File: src/rtl/ex_ma_reg.sv
// Execute -> memory-access pipeline register: two-entry skid buffer with registered in_ready,
// alignment check at capture, gated memory strobes and a saturating misalign counter.
module ex_ma_reg #(
  parameter int XLEN = 32,
  parameter int RDW  = 5,
  parameter int CNTW = 8
) (
  input  logic            clk,
  input  logic            rst,
  input  logic            flush,
  input  logic            in_valid,
  output logic            in_ready,
  input  logic [XLEN-1:0] ex_alu_res,
  input  logic [XLEN-1:0] ex_dataW,
  input  logic [2:0]      ex_mem_ctrl,
  input  logic            ex_memR,
  input  logic            ex_memW,
  input  logic [RDW-1:0]  ex_rd,
  input  logic            ex_regW,
  output logic            out_valid,
  input  logic            out_ready,
  output logic [XLEN-1:0] ma_addr,
  output logic [XLEN-1:0] ma_dataW,
  output logic [2:0]      ma_mem_ctrl,
  output logic            ma_memR,
  output logic            ma_memW,
  output logic [RDW-1:0]  ma_rd,
  output logic            ma_regW,
  output logic            ma_misalign,
  output logic [CNTW-1:0] misalign_cnt
);

  typedef struct packed {
    logic [XLEN-1:0] addr;
    logic [XLEN-1:0] dataW;
    logic [2:0]      mem_ctrl;
    logic            memR;
    logic            memW;
    logic [RDW-1:0]  rd;
    logic            regW;
    logic            mis;
  } entry_t;

  entry_t          h_q, h_d, s_q, s_d, in_e;
  logic            hv_q, hv_d, sv_q, sv_d;
  logic [CNTW-1:0] cnt_q, cnt_d;
  logic            accept, pop, size_mis;

  assign accept = in_valid & ~sv_q;
  assign pop    = hv_q & out_ready;

  // Low size bits pick the alignment rule; 011/110/111 fall through to word.
  always_comb begin
    case (ex_mem_ctrl[1:0])
      2'b00:   size_mis = 1'b0;
      2'b01:   size_mis = ex_alu_res[0];
      default: size_mis = |ex_alu_res[1:0];
    endcase
    in_e          = '0;
    in_e.addr     = ex_alu_res;
    in_e.dataW    = ex_dataW;
    in_e.mem_ctrl = ex_mem_ctrl;
    in_e.memR     = ex_memR;
    in_e.memW     = ex_memW;
    in_e.rd       = ex_rd;
    in_e.regW     = ex_regW;
    in_e.mis      = (ex_memR | ex_memW) & size_mis;
  end

  always_comb begin
    h_d   = h_q;
    s_d   = s_q;
    hv_d  = hv_q;
    sv_d  = sv_q;
    cnt_d = cnt_q;
    // A pop is consumed downstream even when a flush lands in the same cycle.
    if (pop && h_q.mis && (cnt_q != {CNTW{1'b1}})) begin
      cnt_d = cnt_q + 1'b1;
    end
    if (flush) begin
      hv_d = 1'b0;
      sv_d = 1'b0;
    end else if (!hv_q) begin
      if (accept) begin
        h_d  = in_e;
        hv_d = 1'b1;
      end
    end else if (!sv_q) begin
      if (pop && accept) begin
        h_d = in_e;
      end else if (pop) begin
        hv_d = 1'b0;
      end else if (accept) begin
        s_d  = in_e;
        sv_d = 1'b1;
      end
    end else if (pop) begin
      h_d  = s_q;
      sv_d = 1'b0;
    end
  end

  always_ff @(posedge clk) begin
    if (rst) begin
      h_q   <= '0;
      s_q   <= '0;
      hv_q  <= 1'b0;
      sv_q  <= 1'b0;
      cnt_q <= '0;
    end else begin
      h_q   <= h_d;
      s_q   <= s_d;
      hv_q  <= hv_d;
      sv_q  <= sv_d;
      cnt_q <= cnt_d;
    end
  end

  assign in_ready     = ~sv_q;
  assign out_valid    = hv_q;
  assign ma_addr      = h_q.addr;
  assign ma_dataW     = h_q.dataW;
  assign ma_mem_ctrl  = h_q.mem_ctrl;
  assign ma_rd        = h_q.rd;
  assign ma_memR      = hv_q & h_q.memR & ~h_q.mis;
  assign ma_memW      = hv_q & h_q.memW & ~h_q.mis;
  assign ma_regW      = hv_q & h_q.regW & ~h_q.mis;
  assign ma_misalign  = hv_q & h_q.mis;
  assign misalign_cnt = cnt_q;

endmodule

File: config.mk
export PLATFORM = sky130hd
export DESIGN_NAME = ex_ma_reg
export DESIGN_NICKNAME = d
export VERILOG_FILES = /design/src/rtl/ex_ma_reg.sv
export SDC_FILE = /design/constraint.sdc
export NUM_CORES = 1
export LEC_CHECK = 0
export ABC_AREA = 1
export BUFFER_PORTS_ARGS = -buffer_cell sky130_fd_sc_hd__buf_4
export CAP_MARGIN = 10
export CELL_PAD_IN_SITES_DETAIL_PLACEMENT = 1
export CELL_PAD_IN_SITES_GLOBAL_PLACEMENT = 1
export CORE_MARGIN = 2
export CORE_UTILIZATION = 39
export DETAILED_ROUTE_END_ITERATION = 6
export PLACE_DENSITY = 0.79
export SETUP_SLACK_MARGIN = 0.05
export SYNTH_ARGS = -nofsm -noshare
export SYNTH_HDL_FRONTEND = slang
export SYNTH_SLANG_ARGS = --single-unit
File: constraint.sdc
create_clock -name clk -period 1.4 [get_ports clk]
set_input_delay 0.21 -clock clk [delete_from_list [all_inputs] [get_ports clk]]
set_output_delay 0.21 -clock clk [all_outputs]
set_load 0.05 [all_outputs]
Yosys cells after proc, flatten, opt, wreduce, memory -nomap -nowiden:

Cells that the tools add are included.

* add/subtract/negate cells: 1
* eq/ne operators: 4
* multiplexer cells: 14
* bitwise logic cells: 16
* reduce and logical (&&, ||, !) cells: 9

Operator list (number)
* 2-to-1 mux 76 bit: 5
* AND 1 bit: 10
* adder 8 x 1 -> 8 bit (second input constant): 1
* 2-to-1 mux 1 bit: 8
* inequality test 8 bit (second input constant): 1
* AND reduction 6 bit: 1
* inverter 1 bit: 5
* AND reduction 4 bit: 1
* OR reduction 2 bit: 2
* logical AND 1 bit: 3
* inequality test 3 x 1 -> 1 bit (second input constant): 1
* inequality test 3 x 2 -> 1 bit (second input constant): 1
* == test 2 x 1 -> 1 bit (second input constant): 1
* logical NOT 2 bit: 1
* one-hot mux 1 bit (2 select lines): 1
* nonzero test 2 bit: 1
* bitwise OR 1 bit: 1

* bits in registers: 162
* bits of input ports: 80
* output and inout port bits: 86
* word-level logic and storage cells: 63

Depth between registers and ports, before layout:

Gate-level depths: netlist of run 1.

* word-level depth: 6
* mapped depth: 9
* depth with buffers taken out: 8

Worst setup path before layout of run 1:

OpenSTA, ideal clock, no wires.

* kind: flip-flop to output port
* start point: register hv_q, in the netlist out_valid
* end point: output ma_regW
* arrival: 1.962 ns
* required time: 1.190 ns
* path slack: -0.772 ns
* cell stages (with the launch flop): 4
* path buffers: 1
* path through: dfxtp_1 -> buf_6 -> inv_4 -> nor3_1

* word-level cells in the longest chain between the ends: 2

Ends and longest elaborated chain
* start: declaration: line 45 `logic hv_q, hv_d, sv_q, sv_d;`
* start signal: assignment: line 113 `hv_q <= hv_d;`
* AND 1 bit (2 in a row): line 127 `assign ma_regW = hv_q & h_q.regW & ~h_q.mis;`
* end: declaration: line 28 `output logic ma_regW,`

No other way between the ends.

Worst setup path in the final report of run 1:

* start point: register hv_q, in the netlist out_valid
* end point: register h_q, in the netlist ma_addr[3]

* word-level cells in the longest chain between the ends: 4
* elaborated cells between the ends (all ways): 7
* those cells by class: 2 x eq/ne; 1 x mux; 1 x bitwise; 3 x reduce/logical

Ends and longest elaborated chain
* AND 1 bit: line 50 `assign pop = hv_q & out_ready;`
* logical AND 1 bit: line 89 `if (pop && accept) begin`
* inequality test 3 x 1 -> 1 bit (no source line)
* AND reduction 4 bit (no source line)
* end signal: assignment: line 105 `h_q <= '0;`
* end signal: assignment: line 111 `h_q <= h_d;`
* end: declaration: line 44 `entry_t h_q, h_d, s_q, s_d, in_e;`

Several ways; a longest one is shown, not always the timed one.
A chain may end at the register's enable or synchronous reset.

==> results of run 1 <==
## where the power goes
part           leakage, nW  internal [mW]  switching (mW)  total, mW
logic                 3.03          0.950            1.48       2.43
registers             1.33           4.79           0.129       4.92
clock network        0.311           3.16            1.99       5.15
total                 4.67           8.90            3.60       12.5
## routing by layer
layer / vias up / share of wire
met5: - / 0
met4: 0 / 0.028
met1: 3586 / 0.41
met2: 201 / 0.52
li1: 3535 / -
met3: 59 / 0.043
## state kept, by name, summed over array words and instances (netlist names)
name          count
sv_q              1
s_q              76
ma_mem_ctrl       3
ma_addr          32
out_valid         1
ma_rd             5
misalign_cnt      8
h_q               4
ma_dataW         32
## cell usage after synthesis (all sizes together)
| cell | number |
|---|---|
| nand3 | 8 |
| buf | 124 |
| xor2 | 1 |
| nand3b | 1 |
| ha | 1 |
| nand2 | 158 |
| nor2 | 148 |
| o21ai | 203 |
| nand4 | 4 |
| dfxtp | 162 |
| clkbuf | 22 |
| inv | 67 |
| a21oi | 133 |
| nor3 | 2 |
## path summary, 6_finish.rpt
check | from | to | cells past startpoint
worst max-delay path | out_valid | ma_addr[3] | 8
worst min-delay path | ex_alu_res[24] | s_q[68] | 3
worst max register to register | out_valid | ma_addr[3] | 8
worst min register to register | s_q[53] | s_q[53] | 2
## critical path, stage by stage (launching register included)
cell     delay (ps)
dfxtp_4         370
buf_12          130
nand2_4         150
nand2_8         160
nand2_8         110
buf_12          160
buf_16          120
o21ai_1         160
nor2_1           80
## logic make-up after synthesis
family                   Yosys count
AND/OR/NAND/NOR                  321
flip-flops                       162
buffers and inverters            213
adder cells (fa/ha/maj)            1
AO/OA/AOI/OAI                    336
XOR/XNOR                           1
## cell type report
type,count,area (um2)
timing repair buffer,235,2700
sequential,162,3270
inverter,67,285
clock inverter,13,206
tap,260,325
timing repair inverter,1,11.3
fill,2212,7680
clock buffer,18,429
multi-input combinational,662,3930
## through the flow
stage / setup TNS, ps / setup slack, ps / power [mW] / hold WS [ps] / cells
final: -9960 / -186 / 12.5 / 22.6 / 1418
after CTS: -5940 / -137 / 12.3 / 15.5 / 1406
after detailed placement: -10.3 / -6.89 / 6.78 / 440 / 1343
after global placement: 0 / 74.7 / 6.74 / 431 / 1343
after floorplan: 0 / 27.9 / 6.31 / 269 / 1034
after global routing: -16310 / -220 / 12.9 / 31.0 / 1418
## timing repair
item / CTS / global route
pin swaps: 12 / 17
endpoints found under the setup margin: 106 / 167
setup buffers: 12 / 5
gates cloned: 21 / 10
endpoints found under the hold margin: 0 / 0
resized for setup: 254 / 120
==> results.sh, run 1 <==
export IMPL_synth_area_leader_cell="dfxtp_1"
export IMPL_clock_path_buffers=2
export IMPL_status="complete, but fails checks"
export IMPL_synthCells=1034
export IMPL_syn_nets=1115
export IMPL_power_leakage_nw=4.67
export IMPL_synth_fa_ha_area_frac=0.00166
export IMPL_hold_violations=0
export IMPL_slew_headroom=0.764
export IMPL_dpl_hpwl_mm=13.9
export IMPL_track_usage=0.243
export IMPL_yosys_top_cells_area="dfxtp_1, o21ai_0, a21oi_1"
export IMPL_avgRoutedWirePerCell_um=19.5
export IMPL_final_cell_area_um2=11200
export IMPL_path_clk_slew_ps=60
export IMPL_netlist_area_leader_share=0.431
export IMPL_cp_end_kind="flip-flop"
export IMPL_grt_max_degree=44
export IMPL_fin_util=0.592
export IMPL_placementRows=50
export IMPL_hold_path_class="primary input to flip-flop"
export IMPL_synthXorXnorAreaFrac=0.00116
export IMPL_cts_hold_buf=0
export IMPL_synth_mux_area_frac=0
export IMPL_grtUsageMet2=0.428
export IMPL_yosysSeqAreaShare=0.431
export IMPL_rsz0062_at_grt="true"
export IMPL_worstSetupPathType="flip-flop to flip-flop"
export IMPL_viasPerCell=5.21
export IMPL_fin_nets=1227
export IMPL_synthDistinctLibCells=26
export IMPL_synth_top_family_by_area="compound AO/OA/AOI/OAI gates"
export IMPL_gr_total_overflow=0
export IMPL_max_freq_mhz=631
export IMPL_crit_arrival_ps=1900
export IMPL_cts_sinks=162
export IMPL_fp_coreArea_um2=18800
export IMPL_grtUsageMet3=0.0463
export IMPL_gr_usage_met1=0.296
export IMPL_synth_compound_area_frac=0.224
export IMPL_diodes=0
export IMPL_critPathMaxFanout=7
export IMPL_synth_seq_cells=162
export IMPL_numCtsBuffers=17
export IMPL_syn_area_um2=7530
export IMPL_wirelength_mm=27.7
export IMPL_io_buffers=165
export IMPL_fin_skew_ps=9.08
export IMPL_yosys_area_share_simple=0.173
export IMPL_dr_pass1_iters=4
export IMPL_via_count=7381
export IMPL_maxSlewViolCount=0
export IMPL_die_h_um=143
export IMPL_cts_tree="done"
export IMPL_final_common_cell="buf_4"
export IMPL_dpl_cell_area_um2=8550
export IMPL_grt_busiest_layer="met2"
export IMPL_synth_warnings=0
export IMPL_avgSynthCellArea_um2=7.28
export IMPL_violations="negative setup slack"
export IMPL_critPathLaunchType="flip-flop"
export IMPL_reg2reg_slack_ps=-190
export IMPL_layout_common_cells="buf_4, dfxtp_1, nand2_1, nor2_1, o21ai_2"
export IMPL_io_pin_count=166
export IMPL_antenna_found_initial=0
export IMPL_htree_levels=4
export IMPL_post_route_period_util=1.13
export IMPL_cts_root_buffer_cell="clkbuf_16"
export IMPL_layout_min_cycle_time_ps=1590
export IMPL_die_area_um2=20400
export IMPL_initial_utilization=0.400
export IMPL_synthToLayoutAreaGrowth_pct=48.1
export IMPL_grt_pass1_wl_mm=38.6
export IMPL_gp_congestion=0.776
export IMPL_grt_pass1_vias=7224
export IMPL_clock_latency_ps=430
export IMPL_die_width_um=143
export IMPL_drive_above_1_share=0.410
export IMPL_drt_iter0_markers=235
export IMPL_setup_ws_ps=-186
export IMPL_setup_viol=150
export IMPL_worstPathRequired_ps=1710
export IMPL_ant_nets=0
export IMPL_drcViolationCount=0
export IMPL_maxCapViolCount=0
export IMPL_powerDensity_nw_per_um2=1120
export IMPL_tightest_slew_ps=350
export IMPL_ir_drop_mv=0.897
(Power assumes the default switching activity.)
==> run 2: changes to the inputs <==
Settings changed: CORE_UTILIZATION 39 to 35, PLACE_DENSITY 0.79 to 0.75.
Clock period 1.4 ns to 1.45 ns, I/O delays scaled along.
==> results.sh, run 2 (synthesis gave the netlist of run 1 again) <==
export IMPL_synthToLayoutAreaGrowth_pct=24.7
export IMPL_rr_worst_depth=7
export IMPL_largest_register="s_q"
export IMPL_reg2reg_slack_ps=40
export IMPL_ir_drop_mv=0.817
export IMPL_p_total_mw=10.9
export IMPL_critical_path_slowest_cell="dfxtp_4"
export IMPL_slew_headroom=0.819
export IMPL_die_width_um=151
export IMPL_diodes=0
export IMPL_swShare=0.292
export IMPL_drive_above_1_share=0.259
export IMPL_critPathLaunchType="flip-flop"
export IMPL_fin_setup_tns_ps=0
export IMPL_fp_coreArea_um2=21100
export IMPL_grt_max_degree=57
export IMPL_initial_utilization=0.357
export IMPL_worstSetupEndpoint="ma_regW"
export IMPL_cts_sinks=162
export IMPL_worstSetupPathType="flip-flop to output pin"
export IMPL_gp_congestion=0.808
export IMPL_status="finished clean"
export IMPL_fin_nets=1190
export IMPL_grt_pass1_wl_mm=32.9
export IMPL_clock_path_buffers=2
export IMPL_hold_violations=0
export IMPL_powerDensity_nw_per_um2=1160
export IMPL_combPwrFrac=0.161
export IMPL_path_cells="inv_6 > nor3_4 > buf_6"
export IMPL_critPathMaxFanout=5
export IMPL_placementRows=53
export IMPL_cts_tree="done"
export IMPL_p_int_mw=7.69
export IMPL_cts_root_buffer_cell="clkbuf_16"
export IMPL_hold_path_class="primary input to flip-flop"
export IMPL_largest_reg_flops=76
export IMPL_drcViolationCount=0
export IMPL_tightest_slew_ps=272
export IMPL_r2r_end="ma_dataW[17]"
export IMPL_htree_levels=4
export IMPL_numCtsBuffers=17
export IMPL_ant_nets=0
export IMPL_dpl_cell_area_um2=8530
export IMPL_dr_pass1_iters=4
export IMPL_gr_total_overflow=0
export IMPL_avgRoutedWirePerCell_um=15.1
export IMPL_clock_latency_ps=420
export IMPL_switchingPower_mw=3.17
export IMPL_cpPeakStageDelay_ps=390
export IMPL_final_common_cell="buf_4"
export IMPL_layout_min_cycle_time_ps=1420
export IMPL_grt_pass1_vias=6531
export IMPL_io_pin_count=166
export IMPL_setup_viol=0
export IMPL_final_cell_area_um2=9390
export IMPL_rr_startpoint="out_valid"
export IMPL_worstPathRequired_ps=1230
export IMPL_power_leakage_nw=3.98
export IMPL_fin_util=0.445
export IMPL_dpl_hpwl_mm=14.0
export IMPL_fin_hold_ws_ps=38.8
export IMPL_antenna_found_initial=0
export IMPL_fin_skew_ps=6.37
export IMPL_path_clk_slew_ps=60
export IMPL_io_buffers=165
export IMPL_post_route_period_util=0.982
export IMPL_startpoint="out_valid"
export IMPL_clkPwrFrac=0.402
export IMPL_cp_end_kind="output pin"
export IMPL_layout_common_cells="buf_4, dfxtp_1, nand2_1, nor2_1, a21oi_1"
export IMPL_crit_arrival_ps=1210
export IMPL_wirelength_mm=21.1
export IMPL_rsz0062_at_grt="true"
export IMPL_drt_iter0_markers=200
export IMPL_maxSlewViolCount=0
export IMPL_die_h_um=151
export IMPL_via_count=6762
export IMPL_die_area_um2=22700
export IMPL_pwr_share_seq=0.437
export IMPL_viasPerCell=4.84
export IMPL_maxCapViolCount=0
export IMPL_cts_hold_buf=0
export IMPL_track_usage=0.182
export IMPL_max_freq_mhz=702
==> run 2: routing by layer <==
| layer | vias to the layer above | GRT usage | share of wire |
|---|---|---|---|
| met4 | 0 | 0.0570 | 0.016 |
| met1 | 3188 | 0.229 | 0.46 |
| met2 | 125 | 0.313 | 0.47 |
| met3 | 18 | 0.0388 | 0.050 |
| met5 | - | 0 | 0 |
| li1 | 3431 | - | - |
==> run 2: cell type report <==
class,instances,area [um2]
timing repair buffer,202,1790
inverter,67,269
tap,275,344
clock inverter,14,126
multi-input combinational,659,3160
fill,2622,11700
clock buffer,18,439
sequential,162,3260
==> run 2: stage by stage <==
stage | worst slack [ps] | cells
finish | 25.8 | 1397
global route | -39.1 | 1397
CTS | -14.0 | 1394
detailed placement | 73.5 | 1359
global placement | 145 | 1359
floorplan | 77.9 | 1034
==> run 2: worst min-delay path by stage <==
stage / from / end / slack [ps] / cells after the start
floorplan: rst / misalign_cnt[0] / 280 / 1
global placement: s_q[53] / s_q[53] / 430 / 2
detailed placement: s_q[58] / s_q[58] / 440 / 2
CTS: rst / misalign_cnt[0] / 20 / 2
global route: rst / misalign_cnt[2] / 30 / 2
finish: rst / misalign_cnt[2] / 40 / 2
==> run 2: power by group through the flow <==
| stage | clock network (mW) | registers [mW] | logic [mW] |
|---|---|---|---|
| 5_1_grt | 4.70 | 4.76 | 1.90 |
| 3_3_place_gp | 0 | 4.83 | 1.67 |
| 3_5_place_dp | 0 | 4.83 | 1.69 |
| 4_1_cts | 4.49 | 4.73 | 1.71 |
| 2_1_floorplan | 0 | 4.80 | 1.28 |
| 6_report | 4.37 | 4.74 | 1.75 |
==> run 2: repair_timing <==
| item | CTS | global route |
|---|---|---|
| resized for setup | 11 | 126 |
| endpoints found under the setup margin | 4 | 148 |
| pin swaps | 1 | 6 |
| setup buffers | 3 | 2 |
| cloned | 0 | 2 |
==> run 2: critical path, delay by kind of cell (launching register included) <==
kind	cells	cell delay (ps)
buffers and inverters	2	230
DFF	1	390
and+or+nand+nor	1	170
==> run 3: changes to the inputs <==
Settings changed: ABC_CLOCK_PERIOD_IN_PS set to 1450, CTS_CLUSTER_SIZE set to 24, RECOVER_POWER set to 50.
==> results.sh, run 3 (synthesis gave the netlist of run 1 again) <==
export IMPL_p_int_mw=7.60
export IMPL_largest_register="s_q"
export IMPL_final_common_cell="dfxtp_1"
export IMPL_synthToLayoutAreaGrowth_pct=22.0
export IMPL_diodes=0
export IMPL_grt_max_degree=57
export IMPL_placementRows=53
export IMPL_drive_above_1_share=0.259
export IMPL_wirelength_mm=21.1
export IMPL_power_leakage_nw=3.92
export IMPL_setup_viol=0
export IMPL_combPwrFrac=0.155
export IMPL_clock_path_buffers=2
export IMPL_fin_nets=1190
export IMPL_switchingPower_mw=3.17
export IMPL_avgRoutedWirePerCell_um=15.1
export IMPL_fin_skew_ps=6.26
export IMPL_io_buffers=165
export IMPL_rsz0062_at_grt="true"
export IMPL_fp_coreArea_um2=21100
export IMPL_grt_pass1_wl_mm=32.9
export IMPL_gr_total_overflow=0
export IMPL_max_freq_mhz=703
export IMPL_layout_min_cycle_time_ps=1420
export IMPL_cts_root_buffer_cell="clkbuf_16"
export IMPL_dpl_hpwl_mm=14.0
export IMPL_largest_reg_flops=76
export IMPL_crit_arrival_ps=1200
export IMPL_crit_buf_inv=2
export IMPL_io_pin_count=166
export IMPL_ant_nets=0
export IMPL_status="finished clean"
export IMPL_clock_latency_ps=420
export IMPL_cts_sinks=162
export IMPL_final_cell_area_um2=9190
export IMPL_hold_violations=0
export IMPL_layout_common_cells="dfxtp_1, nand2_1, nor2_1, a21oi_1, o21ai_0"
export IMPL_whs_path_depth=2
export IMPL_pwr_share_seq=0.440
export IMPL_slew_headroom=0.787
export IMPL_cts_tree="done"
export IMPL_tightest_slew_ps=321
export IMPL_dpl_cell_area_um2=8530
export IMPL_via_count=6769
export IMPL_worstSetupPathType="flip-flop to output pin"
export IMPL_cp_end_kind="output pin"
export IMPL_final_cells=1397
export IMPL_drt_iter0_markers=189
export IMPL_hold_path_class="primary input to flip-flop"
export IMPL_antenna_found_initial=0
export IMPL_numCtsBuffers=17
export IMPL_fillers=2643
export IMPL_drcViolationCount=0
export IMPL_critPathLaunchType="flip-flop"
export IMPL_powerDensity_nw_per_um2=1170
export IMPL_initial_utilization=0.357
export IMPL_cts_hold_buf=0
export IMPL_swShare=0.294
export IMPL_grt_pass1_vias=6531
export IMPL_crit_family="flip-flops"
export IMPL_maxSlewViolCount=0
export IMPL_path_clk_slew_ps=60
export IMPL_rr_worst_depth=7
export IMPL_clkPwrFrac=0.406
export IMPL_worstPathRequired_ps=1230
export IMPL_cpPeakStageDelay_ps=390
export IMPL_p_total_mw=10.8
export IMPL_fin_hold_ws_ps=37.7
export IMPL_gp_congestion=0.808
export IMPL_dr_pass1_iters=4
export IMPL_maxCapViolCount=0
export IMPL_path_depth=3
export IMPL_ir_drop_mv=0.818
export IMPL_path_cells="inv_6 > nor3_4 > buf_6"
export IMPL_critical_path_slowest_cell="dfxtp_4"
export IMPL_die_area_um2=22700
export IMPL_dp_cells=1359
export IMPL_viasPerCell=4.85
export IMPL_track_usage=0.182
export IMPL_die_h_um=151
export IMPL_die_width_um=151
export IMPL_post_route_period_util=0.981
export IMPL_critPathMaxFanout=5
export IMPL_htree_levels=4
-- run 3: worst paths after layout --
path / startpoint / end / slack [ps]
max: out_valid / ma_regW / 30
min: rst / misalign_cnt[2] / 40
max reg2reg: out_valid / ma_dataW[17] / 40
min reg2reg: s_q[38] / s_q[38] / 450
-- run 3: worst reg2reg max path, stage by stage (launching register included) --
cell     delay (ps)
dfxtp_4         390
buf_4           160
nand2_8         120
nand2_8         120
nand2_4          90
buf_12          170
o21ai_0         190
nor2_1           60
-- run 3: layout make-up --
cell class | count | area [um2] | share of cell area
clock inverter | 14 | 126 | 0.0138
multi-input combinational | 659 | 3160 | 0.343
clock buffer | 18 | 439 | 0.0478
timing repair buffer | 202 | 1590 | 0.173
sequential | 162 | 3260 | 0.355
tap | 275 | 344 | 0.0374
inverter | 67 | 269 | 0.0293
-- run 3: power by group through the flow --
stage	Combinational (mW)	Sequential [mW]	Clock [mW]
CTS	1.71	4.73	4.49
global placement	1.67	4.83	0
detailed placement	1.69	4.83	0
floorplan	1.28	4.80	0
finish	1.67	4.74	4.37
global route	1.82	4.76	4.70
-- run 3: metrics by stage --
stage / TNS, ps / worst slack, ps / util
final: 0 / 27.7 / 0.436
after global routing: -276 / -39.1 / 0.436
after CTS: -14.0 / -14.0 / 0.434
after detailed placement: 0 / 73.5 / 0.404
after global placement: 0 / 145 / 0.404
after floorplan: 0 / 77.9 / -
-- run 3: what timing repair did --
item,in CTS,in global routing
gates resized for setup,11,126
cloned,0,2
buffers inserted,3,2
pin swaps,1,6
endpoints found under the setup margin,4,148
-- run 3: layer usage --
metal,track usage,vias up,share of wire
li1,-,3433,-
met1,0.229,3193,0.46
met2,0.313,125,0.47
met3,0.0388,18,0.050
met4,0.0570,0,0.016
met5,0,-,0
